### src/rtl/keypad_entry.sv
// rtl/keypad_entry.sv - two-digit BCD keypad entry with debounced buttons and valid/ready commit
// Buttons are synchronized, debounced and edge-detected before reaching the EDIT/HOLD FSM.
module keypad_entry #(
  parameter int DEBOUNCE_CYCLES = 1000
) (
  input  logic        clk,
  input  logic        rst,
  input  logic        btn_inc,
  input  logic        btn_next,
  input  logic        btn_enter,
  input  logic        out_ready,
  output logic [31:0] out_value,
  output logic        out_valid,
  output logic [3:0]  digit_ones,
  output logic [3:0]  digit_tens,
  output logic        sel
);

  localparam logic [15:0] CNT_LAST = 16'(DEBOUNCE_CYCLES - 1);

  typedef enum logic {
    EDIT = 1'b0,
    HOLD = 1'b1
  } state_t;

  // Button index: 0 = inc, 1 = next, 2 = enter
  logic [2:0]  sync1_q;
  logic [2:0]  sync2_q;
  logic [2:0]  level_q;
  logic [2:0]  prev_q;
  logic [2:0]  pulse_q;
  logic [15:0] cnt_q [3];

  state_t      state_q;
  logic [31:0] out_value_q;
  logic        out_valid_q;
  logic [3:0]  ones_q;
  logic [3:0]  tens_q;
  logic        sel_q;

  logic [7:0]  commit_d;
  logic [3:0]  ones_d;
  logic [3:0]  tens_d;

  always_ff @(posedge clk) begin
    if (rst) begin
      sync1_q <= '0;
      sync2_q <= '0;
      level_q <= '0;
      prev_q  <= '0;
      pulse_q <= '0;
      for (int i = 0; i < 3; i++) begin
        cnt_q[i] <= '0;
      end
    end else begin
      sync1_q <= {btn_enter, btn_next, btn_inc};
      sync2_q <= sync1_q;
      for (int i = 0; i < 3; i++) begin
        if (sync2_q[i] == level_q[i]) begin
          cnt_q[i] <= '0;
        end else if (cnt_q[i] == CNT_LAST) begin
          // Counter would reach DEBOUNCE_CYCLES on this edge: accept the new level.
          cnt_q[i]   <= '0;
          level_q[i] <= sync2_q[i];
        end else begin
          cnt_q[i] <= cnt_q[i] + 16'd1;
        end
      end
      prev_q  <= level_q;
      pulse_q <= level_q & ~prev_q;
    end
  end

  always_comb begin
    commit_d = ({4'd0, tens_q} * 8'd10) + {4'd0, ones_q};
    ones_d   = (ones_q == 4'd9) ? 4'd0 : ones_q + 4'd1;
    tens_d   = (tens_q == 4'd9) ? 4'd0 : tens_q + 4'd1;
  end

  always_ff @(posedge clk) begin
    if (rst) begin
      state_q     <= EDIT;
      out_value_q <= '0;
      out_valid_q <= 1'b0;
      ones_q      <= '0;
      tens_q      <= '0;
      sel_q       <= 1'b0;
    end else begin
      case (state_q)
        EDIT: begin
          // Priority enter > next > inc; lower-priority presses in the same cycle are dropped.
          if (pulse_q[2]) begin
            out_value_q <= {24'd0, commit_d};
            out_valid_q <= 1'b1;
            state_q     <= HOLD;
          end else if (pulse_q[1]) begin
            sel_q <= ~sel_q;
          end else if (pulse_q[0]) begin
            if (sel_q) begin
              tens_q <= tens_d;
            end else begin
              ones_q <= ones_d;
            end
          end
        end
        HOLD: begin
          if (out_ready) begin
            out_valid_q <= 1'b0;
            state_q     <= EDIT;
          end
        end
        default: state_q <= EDIT;
      endcase
    end
  end

  assign out_value  = out_value_q;
  assign out_valid  = out_valid_q;
  assign digit_ones = ones_q;
  assign digit_tens = tens_q;
  assign sel        = sel_q;

endmodule

### config.mk
export PLATFORM = sky130hd
export DESIGN_NAME = keypad_entry
export DESIGN_NICKNAME = d
export VERILOG_FILES = /design/src/rtl/keypad_entry.sv
export SDC_FILE = /design/constraint.sdc
export NUM_CORES = 1
export LEC_CHECK = 0
export ABC_CLOCK_PERIOD_IN_PS = 3280
export BUFFER_PORTS_ARGS = -buffer_cell sky130_fd_sc_hd__buf_2
export CORE_MARGIN = 3
export CORE_UTILIZATION = 50
export DETAILED_ROUTE_END_ITERATION = 7
export GPL_TIMING_DRIVEN = 0
export PLACE_DENSITY_LB_ADDON = 0.3
export SKIP_CTS_REPAIR_TIMING = 1
export SLEW_MARGIN = 40
export SYNTH_ARGS = -nofsm -noshare
export SYNTH_HDL_FRONTEND = slang
export SYNTH_SLANG_ARGS = --single-unit
export TNS_END_PERCENT = 20
### constraint.sdc
create_clock -name clk -period 3.28 [get_ports clk]
set_clock_uncertainty 0.2 [all_clocks]
set_input_delay 0.164 -clock clk [delete_from_list [all_inputs] [get_ports clk]]
set_output_delay 0.164 -clock clk [all_outputs]
set_load 0.02 [all_outputs]
=== After elaboration in Yosys (flattened, before gate mapping) ===
Memories as Yosys holds them, arrays and structs flattened.
Cells that the tools add are included.

* Bits of input ports: 6
* Register bits after elaboration: 34
* Memory bits (writable): 48
* Memories kept: 1
* Word-level logic and storage cells: 109

* $mul: 1
* Bitwise gates (word level): 18
* Equality and inequality tests: 10
* Add/subtract/negate cells: 6
* Reductions and logical operators: 8
* Multiplexer cells: 52

{| class="wikitable"
|+ Memory list
! memory !! depth !! bits a word !! read ports !! clocked after Yosys merged registers in !! wr ports !! RTL line !! RTL
|-
| cnt_q || 3 || 16 || 3 || 0 || 3 || 32 || <nowiki>logic [15:0] cnt_q [3];</nowiki>
|}

{| class="wikitable"
|+ Operators by type and width
! cell !! count
|-
| $mux 16 || 9
|-
| $add 16x1->16 const B || 3
|-
| $eq 16x10->1 const B || 3
|-
| $mux 1 || 39
|-
| $reduce_and 2->1 || 5
|-
| $reduce_and 5->1 || 2
|-
| $or 1x1->1 || 9
|-
| $add 4x1->4 const B || 2
|-
| $add 8x4->8 || 1
|-
| $eq 4x4->1 const B || 2
|-
| $mux 4 || 2
|-
| $mul 4x3->7 const B || 1
|-
| $not 1->1 || 7
|-
| $ne 2x2->1 const B || 2
|-
| $pmux 1 s2 || 2
|-
| $and 3x3->3 || 1
|-
| $eq 1x1->1 || 3
|-
| $not 3->3 || 1
|-
| $reduce_and 3->1 || 1
|}

=== Depth between registers and ports, before layout ===
An unclocked memory read counts as a cell.

* Depth after elaboration: 8
* Gate-level depth with buffers: 7

=== Worst setup path after synthesis ===
OpenSTA, ideal clock, no wires.

* Kind: reg-to-reg
* From: reg tens_q[3] (netlist: digit_tens[3])
* To: reg out_value_q[7] (netlist: out_value[7])
* Clock period less this slack: 2.610 ns
* Path slack: 0.670 ns
* Stages on the path, launching flop included: 7
* Arrival: 2.336 ns
* Cells stage by stage: dfxtp_1 ha_1 ha_1 fa_1 o211ai_1 or3b_2 a31oi_1

* Word-level cells in the longest chain between the ends: 2

{| class="wikitable"
|+ Ends and longest elaborated chain
! what !! RTL line !! RTL
|-
| start: declaration || 38 || <nowiki>logic [3:0] tens_q;</nowiki>
|-
| start signal: assignment || 100 || <nowiki>tens_q <= tens_d;</nowiki>
|-
| $mul 4x3->7 || 75 || <nowiki>commit_d = ({4'd0, tens_q} * 8'd10) + {4'd0, ones_q};</nowiki>
|-
| $add 8x4->8 || 75 ||
|-
| end signal: assignment || 93 || <nowiki>out_value_q <= {24'd0, commit_d};</nowiki>
|-
| end: declaration || 35 || <nowiki>logic [31:0] out_value_q;</nowiki>
|}

Every way passes these cells.
A chain may end at the register's enable or synchronous reset.

==> key figures <==
Status
  • Status: completed

Worst hold path
  • Min-Delay Path Depth: 1
  • Type of the worst min-delay path: flop to flop

Clock network
  • Root Driver: clkbuf_8
  • CTS sink cnt: 82
  • Clk pin slew, worst setup/hold paths: ~0.080 ns
  • Worst-Skew Late Latency: ~0.36 ns
  • H-tree depth: 3
  • CTS tree: done
  • CTS Buf Count: 9
  • Clock buffer depth: 2

Floorplanning
  • Die area: slightly below 10000 um^2
  • Count of standard-cell rows: 33
  • Die width: roughly 100 um
  • Initial Util: between 50% and 60%
  • DIE HEIGHT: about 99 um
  • Core area: roughly 8300 um^2
  • IO Count: 48

STA
  • Fin. Hold Viols: 0
  • Period minus WS final: about 2.7 ns
  • Max frequency: 0.367 GHz
  • Unrepaired setup endpoints after global routing: no
  • Setup violations, final: 0
  • Worst Tran Pin Value: 0.785 ns
  • Crit share post-route: between 80% and 90%
  • Setup tns final: 0 ns
  • Setup ws final: 0.554 ns
  • Max-slew headroom: approximately 48%
  • Pins Over Slew Limit: 0

Synth
  • Yosys top cell area share: approximately 34%
  • Synth top area cells: edfxtp_1 (34%), dfxtp_1 (16%), xnor2_1 (6.3%)
  • Sequential area share after synthesis: between 40% and 50%
  • Ys flop type: edfxtp_1
  • Cell taking the most area after synthesis: edfxtp_1
  • Register bit total from synthesis: 82
  • Mapped cell area: around 4300 um^2
  • Number of synthesized flops with an enable pin: 48
  • Post-synth top cells: nor2_1 (60), edfxtp_1 (48), dfxtp_1 (34)
  • Cell variety after synth: 46
  • Avg Cell Area, Syn: 9.99 um^2
  • Most common cell in the netlist: nor2_1
  • Fraction of registers with async set/reset: 0%
  • Post-synthesis cell count: between 400 and 500
  • Synth warn: 0

Worst setup path
  • Worst reg2reg path depth: 6
  • R2r setup slk: approximately 0.55 ns
  • Worst setup SP type: flop
  • Critical path arrival: between 2 and 3 ns
  • CP Capture Type: flop
  • Crit Path Class: flop to flop
  • Worst-path fanout max: 10
  • Req. time, crit path: 3.20 ns

GRT
  • GR Overflow Total: 0
  • GR Util All Layers: between 10% and 20%
  • Initial antenna violation count: 0
  • Pin count of the biggest net entering global routing: 15
  • First-pass GRT wire length: ~13000 um
  • Vias in the first global route: between 2k and 3k

Cells and area
  • Area grow syn2layout: 17.2%
  • Layout fillers: ~720
  • Final Cell Area: 5040 um^2
  • Diodes inserted: 0
  • FF/Latch Area: 2120 um^2
  • Nets: between 500 and 600
  • Share of cells above drive strength 1: about 14%
  • Area of the multi-input gates: ~2200 um^2

Placement
  • GPL Wtd Cong: 0.823
  • Hpwl dp: roughly 5500 um
  • Placed inst area: around 4800 um^2
  • Place WS: around 0.55 ns
  • Port Buf Inserts: 23

Detailed routing
  • Final wirelength: 7600 um
  • Initial DRC Count: 93
  • Vias/cell: 4.93
  • Post-route DRC: 0
  • Vias: approximately 3.2k
  • Pre-antenna DRT Iters: 4
  • DRT antenna net count: 0
  • Per-cell routed wire length: ~12 um

Power
  • Maximum vdd ir drop: 0.000275 V
  • P_leak: roughly 2.0 nW
  • Pwr dens: 388 nW/um^2

Flow run
  • Max-cap violations: 0
## where the power goes
group | internal (mW) | switching, mW
Clock | 0.321 | 0.366
Sequential | 1.12 | 0.0295
Combinational | 0.0514 | 0.0719
## path summary, 6_finish.rpt
path | start | end
worst min-delay path | prev_q[2] | pulse_q[2]
worst max register to register | cnt_q[1][1] | cnt_q[1][11]
worst max-delay path | cnt_q[1][1] | cnt_q[1][11]
worst min register to register | prev_q[2] | pulse_q[2]
## logic make-up (layout without fill, tap and decap cells)
family / count (synthesis) / after routing / synth area share (%)
and+or+nand+nor: 199 / 199 / 24.2
DFF: 82 / 82 / 49.4
xor gates and xnor gates: 48 / 48 / 9.78
buffers and inverters: 48 / 92 / 6.58
AOI/OAI and AO/OA: 36 / 36 / 5.33
adders and majority gates: 12 / 12 / 3.84
muxes: 3 / 3 / 0.728
other: 2 / 72 / 0.175
## cell type report
class	count	share of cell area, %
Clock inverter	4	0.497
Timing Repair Buffer	28	3.28
Tap cell	105	2.61
Multi-Input combinational cell	370	42.8
Inverter	13	0.969
Buffer	35	4.64
Sequential cell	82	42.1
Clock buffer	12	3.10
## placed cells by master, fill, tap and decap left out, drive strengths merged, types with 9 or more instances in the layout
master  instances
a21oi          13
dfxtp          34
ha             10
xor2           17
or4             9
nand3          19
conb           72
nor3           11
edfxtp         48
xnor2          31
nand2          29
clkbuf         19
nand4          14
inv            14
nor2b          19
nor4           10
buf            51
nor2           60
## per-stage QoR
stage                     total power, mW  hold slack (ns)  instances  utilization [%]
after global placement               1.28            0.174        628             57.9
after detailed placement             1.28            0.180        628             57.9
after CTS                            1.96           -0.196        644             60.1
after global routing                 2.03            0.203        649             60.7
final                                1.96            0.188        649             60.7
after floorplan                      1.26           0.0431        500                -
## worst max-delay path, cell delays in order (launching register included)
cell	delay (ns)
edfxtp_1	0.40
ha_1	0.25
or4b_2	0.59
or4_1	0.60
nand2_1	0.19
buf_4	0.20
nor2_1	0.06
## flip-flops by register name, summed over array words and instances, names as in the netlist
name        cells
cnt_q          48
out_value       8
digit_ones      4
digit_tens      4
level_q         3
prev_q          3
pulse_q         3
sync1_q         3
sync2_q         3
out_valid       1
sel             1
state_q         1
## routing by layer
metal,GRT usage (%),wire length [um],up-vias
li1,-,-,1650
met1,21.4,3620,1481
met2,26.2,3590,59
met3,2.26,226,12
met4,8.82,161,0
met5,0,0,-
(Power assumes the default switching activity.)
